### src/rtl/clock_divider.sv
// rtl/clock_divider.sv - programmable 50%-duty clock divider, ratio 2*(IN+1)
//
// Purpose:
//   Derives a slow, glitch-free clock/strobe OUT_CLK from CLK. Each half-period
//   lasts IN+1 CLK cycles, with IN latched at the start of the half-period.
//   OUT_CLK comes straight from a flop, so it has no combinational path from
//   CLK or IN.
//
// Ports:
//   CLK      in   1      system clock, rising edge
//   RST      in   1      synchronous active-high reset
//   IN       in   DIV_W  divisor select, half-period = IN+1 cycles
//   OUT_CLK  out  1      divided clock, registered
//   TICK     out  1      single-cycle pulse on each OUT_CLK rise
//                        (present only when CLKDIV_TICK_EN is defined)
//
// Build option:
//   CLKDIV_TICK_EN - adds the TICK output and its flop.

module clock_divider #(
  parameter int DIV_W = 4
) (
  input  logic             CLK,
  input  logic             RST,
  input  logic [DIV_W-1:0] IN,
`ifdef CLKDIV_TICK_EN
  output logic             TICK,
`endif
  output logic             OUT_CLK
);

  logic [DIV_W-1:0] cnt;
  logic [DIV_W-1:0] div;
  logic             terminal;

  // cnt counts up from 0 and stops at div, so equality is the only
  // terminal condition needed.
  assign terminal = (cnt == div);

  always_ff @(posedge CLK) begin
    if (RST) begin
      cnt     <= '0;
      OUT_CLK <= 1'b0;
      div     <= IN;
    end else if (terminal) begin
      cnt     <= '0;
      OUT_CLK <= ~OUT_CLK;
      // IN is only sampled here, so a mid-half-period change cannot
      // shorten the half-period already in progress.
      div     <= IN;
    end else begin
      cnt     <= cnt + 1'b1;
    end
  end

`ifdef CLKDIV_TICK_EN
  // Fires on the edge where OUT_CLK goes 0->1.
  always_ff @(posedge CLK) begin
    if (RST) begin
      TICK <= 1'b0;
    end else begin
      TICK <= terminal && !OUT_CLK;
    end
  end
`endif

endmodule

### config.mk
export PLATFORM = sky130hd
export DESIGN_NAME = clock_divider
export DESIGN_NICKNAME = d
export VERILOG_FILES = /design/src/rtl/clock_divider.sv
export SDC_FILE = /design/constraint.sdc
export NUM_CORES = 1
export LEC_CHECK = 0
export CAP_MARGIN = 20
export CORE_AREA = 2 2 39 41
export DETAILED_ROUTE_END_ITERATION = 8
export DIE_AREA = 0 0 41 43
export GPL_TIMING_DRIVEN = 0
export HOLD_SLACK_MARGIN = 0.06
export SLEW_MARGIN = 20
export SYNTH_ARGS = -nofsm -noshare
export SYNTH_HDL_FRONTEND = slang
export SYNTH_SLANG_ARGS = --single-unit
### constraint.sdc
create_clock -name CLK -period 3.7 [get_ports CLK]
set_input_delay 0.74 -clock CLK [delete_from_list [all_inputs] [get_ports CLK]]
set_output_delay 0.74 -clock CLK [all_outputs]
set_load 0.02 [all_outputs]
Word level (Yosys, flattened, before mapping)
Cells that the tools add are included.
{"block": "op_classes", "bitwise_logic": 1, "n_eq_ne": 1, "add_sub_neg": 1, "muxes": 2, "n_reduce_logical": 2}
{"operator": "2-to-1 mux 4 bit", "count": 2}
{"operator": "adder 4 x 1 -> 4 bit, second input constant", "count": 1}
{"operator": "equality test 4 bit", "count": 1}
{"operator": "nonzero test 2 bit", "count": 1}
{"operator": "OR reduction 2 bit", "count": 1}
{"operator": "NOT 1 bit", "count": 1}
{"block": "totals", "in_bits": 6, "out_inout_bits": 1, "register_bits": 9, "wordCells": 10}

Logic depth before layout (Yosys ltp)
Gate-level depths: netlist of run 1.
{"block": "logic_depth", "depth_word": 3, "mapped_depth": 3}

Worst setup path before layout of run 1
Ideal clock, no wire load.
{"block": "synth_timing", "kind": "register -> register", "from": "reg div[0]", "to": "reg div[0], enable pin", "path_buffers": 0, "t_arrival_ns": 1.084, "t_required_ns": 3.334, "stages_incl_launch_ff": 3, "path_slack_ns": 2.250, "path_cell_list": "edfxtp_1 -> xor2_2 -> o41ai_4"}
{"block": "synth_between", "elab_chain_len": 2}
{"item": "from (decl)", "line": "33", "source": "logic [DIV_W-1:0] div;"}
{"item": "from (signal assigned)", "line": "44", "source": "div <= IN;"}
{"item": "from (signal assigned)", "line": "50", "source": "div <= IN;"}
{"item": "equality test 4 bit", "line": "38", "source": "assign terminal = (cnt == div);"}
{"item": "nonzero test 2 bit (no source line)"}
No other way between the ends.
A chain may end at the register's enable or synchronous reset.

Worst setup path in the final report of run 1
{"block": "layout_timing", "from": "reg OUT_CLK", "to": "out OUT_CLK"}
{"item": "from (decl)", "line": "29", "source": "output logic OUT_CLK"}
{"item": "from (signal assigned)", "line": "47", "source": "OUT_CLK <= ~OUT_CLK;"}
No word-level cell between the ends.

==> results of run 1 <==
==> synthesized netlist by cell type <==
master | number | share of area
dfxtp_1 | 5 | 0.26
nor2_1 | 5 | 0.048
edfxtp_1 | 4 | 0.31
xor2_1 | 3 | 0.068
inv_1 | 2 | 0.019
xor2_2 | 2 | 0.084
ha_1 | 1 | 0.032
mux2_1 | 1 | 0.029
nand3_1 | 1 | 0.013
nor2b_1 | 1 | 0.016
nor4_2 | 1 | 0.032
o41ai_4 | 1 | 0.071
xnor2_1 | 1 | 0.023
==> sequential cells by signal, summed over array words and instances (netlist names) <==
signal,cells
OUT_CLK,1
cnt,4
div,4
==> where the power goes <==
part / switching (W) / internal, W
clock: 0.0000313 / 0.0000414
sequential: 0.00000779 / 0.000113
combinational: 0.0000167 / 0.0000170
==> cell type report <==
class,instances,area share
clock buffers,4,0.0530
well taps,16,0.0404
multi-input cells,17,0.326
inverters,2,0.0152
flip-flops and latches,9,0.444
repair buffers,6,0.121
==> cells by family (layout without fill, tap and decap cells) <==
group / Yosys count / in the layout / share of synthesized area
simple gates: 8 / 8 / 0.109
mux: 1 / 1 / 0.0289
compound gates: 1 / 1 / 0.0707
flops: 9 / 9 / 0.566
xor+xnor: 6 / 6 / 0.174
buf+inv: 2 / 12 / 0.0193
fa+ha+maj: 1 / 1 / 0.0321
==> metal layers <==
| metal | vias to the layer above | GRT usage |
|---|---|---|
| met5 | - | 0 |
| met4 | 0 | 0.100 |
| met3 | 2 | 0.0314 |
| met2 | 4 | 0.116 |
| met1 | 105 | 0.0762 |
| li1 | 112 | - |
==> final timing paths <==
kind              cells after the start  slack (ns)     from  endpoint
hold reg to reg                       1        0.50   cnt[0]    cnt[0]
hold / removal                        1        0.50   cnt[0]    cnt[0]
setup / recovery                      1        1.76  OUT_CLK   OUT_CLK
setup reg to reg                      2        2.13   div[0]    div[3]
==> through the flow <==
step	hold slack, ns	utilization	area [um^2]	instances
2_1_floorplan	0.462	-	389	28
3_3_place_gp	0.485	0.339	469	50
3_5_place_dp	0.498	0.339	469	50
4_1_cts	0.511	0.358	495	54
5_1_grt	0.541	0.358	495	54
6_report	0.502	0.358	495	54
==> placed cells by master, fill, tap and decap left out, drive strengths merged <==
| cell type | netlist | layout |
|---|---|---|
| mux2 | 1 | 1 |
| nor4 | 1 | 1 |
| nand3 | 1 | 1 |
| edfxtp | 4 | 4 |
| xor2 | 5 | 5 |
| nor2 | 5 | 5 |
| ha | 1 | 1 |
| clkbuf | 0 | 4 |
| clkdlybuf4s50 | 0 | 6 |
| inv | 2 | 2 |
| o41ai | 1 | 1 |
| xnor2 | 1 | 1 |
| dfxtp | 5 | 5 |
| nor2b | 1 | 1 |
==> flow_metrics.env, run 1 <==
export IMPL_run_status="finished clean"
export IMPL_post_place_ws_ns=1.90
export IMPL_tns_ns=0
export IMPL_io_pins=7
export IMPL_wl_met2_um=258
export IMPL_cts_inserted_buffers=3
export IMPL_highest_layer="met4"
export IMPL_multi_input_area_um2=161
export IMPL_finalWirelength_um=506
export IMPL_vias_per_cell=4.13
export IMPL_die_w_um=41
export IMPL_max_freq_mhz=516
export IMPL_drtAntennaViolNets=0
export IMPL_ctsHoldBuffers=0
export IMPL_std_cell_rows=14
export IMPL_slew_viol_final=0
export IMPL_crit_slowest_cell="clkdlybuf4s50_1"
export IMPL_track_usage=0.0821
export IMPL_yosysWarnings=0
export IMPL_crit_path_end_kind="output port"
export IMPL_maxCapViolations=0
export IMPL_synthesis_area_um2=389
export IMPL_cts_buffer_depth=2
export IMPL_start_util=0.281
export IMPL_grt_pass1_wl_um=876
export IMPL_routabilityCongestion=0.652
export IMPL_clkTransAtPathRegs_ns=0.06
export IMPL_synth_distinct_cells=13
export IMPL_syn_area_per_cell_um2=13.9
export IMPL_fin_nets=46
export IMPL_path_delay_family="buffers and inverters"
export IMPL_antenna_found_initial=0
export IMPL_drc=0
export IMPL_critPathLaunchType="flip-flop"
export IMPL_tightest_slew_ns=0.551
export IMPL_design_core_area_mm2=0.00138
export IMPL_area_growth_pct=27.3
export IMPL_dr_total_vias=223
export IMPL_max_stage_delay_ns=0.60
export IMPL_hold_violations=0
export IMPL_critPathKind="flip-flop to output port"
export IMPL_grt_max_degree=9
export IMPL_drive_gt1_frac=0.184
export IMPL_num_fill_cells=139
export IMPL_dp_hpwl_um=424
export IMPL_crit_chain="clkdlybuf4s50_1"
export IMPL_worstHoldPathType="flip-flop to flip-flop"
export IMPL_n_antenna_cell=0
export IMPL_crit_buf_inv=1
export IMPL_grt_overflow_total=0
export IMPL_power_w=0.000227
export IMPL_p_per_area_mw_per_mm2=458
export IMPL_cts_tree="built"
export IMPL_port_buffers=6
export IMPL_wl_met1_um=209
export IMPL_synth_nets=35
export IMPL_dieHeight_um=43
export IMPL_met3WireLength_um=28
export IMPL_p_leak_nw=0.195
export IMPL_dieArea_mm2=0.00176
export IMPL_setup_viol=0
export IMPL_cts_sinks=9
export IMPL_post_cts_buffers=0
export IMPL_drt_iter0_drc=0
export IMPL_ir_drop_uv=175
export IMPL_h_tree_depth=1
export IMPL_critPathMaxFanout=3
export IMPL_fin_skew_ns=0.00599
export IMPL_worst_slack_ns=1.76
export IMPL_fin_crit_ns=1.94
export IMPL_wl_per_cell_um=9.37
export IMPL_ys_seq_area_frac=0.566
export IMPL_ctsResizeCount=0
export IMPL_grt_pass1_vias=238
export IMPL_cts_root_buf="clkbuf_4"
export IMPL_seqCellArea_um2=220
export IMPL_cp_arrival_ns=1.20
export IMPL_finalCritPeriodShare=0.524
export IMPL_netlist_instances=28
export IMPL_required_ns=2.96
export IMPL_relSlewSlack=0.631
export IMPL_clock_latency_ns=0.25
export IMPL_ys_ff_latch=9
export IMPL_rsz0062_at_grt="no"
export IMPL_firstDrtPassIters=1
(Power assumes the default switching activity.)
==> inputs of run 2 (changes only) <==
==> constraint.sdc (replaced) <==
create_clock -name CLK -period 1.7 [get_ports CLK]
set_input_delay 0.34 -clock CLK [delete_from_list [all_inputs] [get_ports CLK]]
set_output_delay 0.34 -clock CLK [all_outputs]
set_load 0.02 [all_outputs]
==> results of run 2 <==
Same layout as run 1 (identical final DEF). Status: finished clean.
Among the figures that moved: setup slack after placement 1.90 ns -> 0.122 ns; setup slack after layout 1.76 ns -> 0.130 ns; start point of the critical path OUT_CLK -> div[0]; end point of the critical path OUT_CLK -> div[3]; register-to-register setup slack 2.13 ns -> 0.13 ns; total power 0.000227 W -> 0.000494 W; worst IR drop on VDD 175 uV -> 381 uV
==> inputs of run 3 (changes only) <==
--- a/config.mk
+++ b/config.mk
@@ -6,12 +6,14 @@
 export NUM_CORES = 1
 export LEC_CHECK = 0
 export CAP_MARGIN = 20
+export CELL_PAD_IN_SITES_DETAIL_PLACEMENT = 1
+export CELL_PAD_IN_SITES_GLOBAL_PLACEMENT = 1
 export CORE_AREA = 2 2 39 41
 export DETAILED_ROUTE_END_ITERATION = 8
 export DIE_AREA = 0 0 41 43
 export GPL_TIMING_DRIVEN = 0
 export HOLD_SLACK_MARGIN = 0.06
-export SLEW_MARGIN = 20
+export PLACE_DENSITY_LB_ADDON = 0.1
 export SYNTH_ARGS = -nofsm -noshare
 export SYNTH_HDL_FRONTEND = slang
 export SYNTH_SLANG_ARGS = --single-unit
==> run 3 against run 2 <==
  * Die area did not move
  * Register-to-register slack better by 0.02 ns
  * Cell count unchanged
  * Global-route usage up 0.75 points
  * Via count grew 1.8%
  * Combinational power increased by 1%
  * Flip-flop and latch count stayed put
  * First-iteration DRC count unchanged
  * Sequential power about the same
  * Largest power group unchanged
==> flow_metrics.env, run 3 (synthesis results as in run 1) <==
export IMPL_relSlewSlack=0.635
export IMPL_grt_pass1_vias=244
export IMPL_ctsHoldBuffers=0
export IMPL_cts_tree="built"
export IMPL_dieHeight_um=43
export IMPL_crit_chain="clkdlybuf4s50_1"
export IMPL_cts_buffer_depth=2
export IMPL_met3WireLength_um=35
export IMPL_tns_ns=0
export IMPL_ctsResizeCount=0
export IMPL_regToRegSetupSlack_ns=0.15
export IMPL_layout_commonest_cell="clkdlybuf4s50_1"
export IMPL_cts_sinks=9
export IMPL_dieArea_mm2=0.00176
export IMPL_max_stage_delay_ns=0.61
export IMPL_dr_total_vias=227
export IMPL_finalWirelength_um=513
export IMPL_setup_viol=0
export IMPL_crit_slowest_cell="clkdlybuf4s50_1"
export IMPL_crit_buf_inv=1
export IMPL_drt_iter0_drc=0
export IMPL_worstHoldPathType="flip-flop to flip-flop"
export IMPL_dp_cells=50
export IMPL_maxCapViolations=0
export IMPL_reg_top3="cnt x4, div x4, OUT_CLK x1"
export IMPL_hold_path_end="cnt[0]"
export IMPL_antenna_found_initial=0
export IMPL_critPathKind="flip-flop to output port"
export IMPL_min_path_cells=1
export IMPL_start_util=0.281
export IMPL_hold_path_startpoint="cnt[0]"
export IMPL_run_status="finished clean"
export IMPL_clkTransAtPathRegs_ns=0.06
export IMPL_critPathLaunchType="flip-flop"
export IMPL_fin_cells=54
export IMPL_area_growth_pct=27.3
export IMPL_vias_per_cell=4.20
export IMPL_path_delay_family="buffers and inverters"
export IMPL_drtAntennaViolNets=0
export IMPL_highest_layer="met3"
export IMPL_wl_met2_um=277
export IMPL_clock_latency_ns=0.25
export IMPL_post_cts_buffers=0
export IMPL_drive_gt1_frac=0.184
export IMPL_track_usage=0.0896
export IMPL_h_tree_depth=1
export IMPL_grt_overflow_total=0
export IMPL_cts_inserted_buffers=3
export IMPL_drc=0
export IMPL_finalCritPeriodShare=0.914
export IMPL_grt_max_degree=9
export IMPL_routabilityCongestion=0.647
export IMPL_reg2reg_depth=2
export IMPL_io_pins=7
export IMPL_p_per_area_mw_per_mm2=993
export IMPL_fin_crit_ns=1.55
export IMPL_slew_viol_final=0
export IMPL_die_w_um=41
export IMPL_rsz0062_at_grt="no"
export IMPL_fin_nets=46
export IMPL_fin_skew_ns=0.00516
export IMPL_n_antenna_cell=0
export IMPL_cp_arrival_ns=1.21
export IMPL_rr_endpoint="div[1]"
export IMPL_crit_path_end_kind="output port"
export IMPL_p_leak_nw=0.195
export IMPL_critPathLaunch="OUT_CLK"
export IMPL_power_w=0.000492
export IMPL_cts_root_buf="clkbuf_4"
export IMPL_critPathMaxFanout=3
export IMPL_firstDrtPassIters=1
export IMPL_port_buffers=6
export IMPL_hold_violations=0
export IMPL_most_common_layout_cells="6 x clkdlybuf4s50_1, 5 x dfxtp_1, 5 x nor2_1"
export IMPL_wl_met1_um=200
export IMPL_grt_pass1_wl_um=959
export IMPL_ir_drop_uv=442
export IMPL_design_core_area_mm2=0.00138
export IMPL_required_ns=1.36
export IMPL_std_cell_rows=14
export IMPL_wl_per_cell_um=9.50
export IMPL_max_freq_mhz=643
export IMPL_rr_startpoint="div[0]"
export IMPL_tightest_slew_ns=0.546
## run 3: cell counts in the layout (fill, tap and decap cells not counted)
No cell type changed its count.
## run 3: worst reg2reg max path, stage by stage (launching register included)
cell and delay [ns]:
edfxtp_1 0.40, xor2_2 0.19, o41ai_4 0.60
## run 3: worst max path at each step
stage	endpoint	slack [ns]	depth (start not counted)
floorplan	div[0]	0.25	2
global placement	div[2]	0.14	2
detailed placement	div[2]	0.12	2
CTS	div[1]	0.11	2
global route	div[1]	0.04	2
finish	OUT_CLK	0.15	1
## run 3: per-layer routing
layer / vias up / track usage
met3: 0 / 0.0628
li1: 115 / -
met2: 6 / 0.125
met4: 0 / 0.0600
met5: - / 0
met1: 106 / 0.0909
## run 3: through the flow
stage                     worst slack [ns]  area [um^2]   util  hold WS, ns
after floorplan                      0.250          389      -        0.439
after global placement               0.145          469  0.339        0.490
after detailed placement             0.121          469  0.339        0.493
after CTS                            0.114          495  0.358        0.506
after global routing                0.0428          495  0.358        0.525
final                                0.146          495  0.358        0.501
## run 3: layout make-up
type / instances / area [um^2]
Fill cell: 155 / 888
Tap cell: 16 / 20.0
Sequential cell: 9 / 220
Multi-Input combinational cell: 17 / 161
Clock buffer: 4 / 26.3
Inverter: 2 / 7.51
Timing Repair Buffer: 6 / 60.1
## run 3: power breakdown
group / leakage, nW / switching (W) / total [W] / internal, W
combinational: 0.0996 / 0.0000372 / 0.0000741 / 0.0000370
sequential: 0.0803 / 0.0000169 / 0.000263 / 0.000246
clock: 0.0150 / 0.0000653 / 0.000155 / 0.0000898
total: 0.195 / 0.000119 / 0.000492 / 0.000373
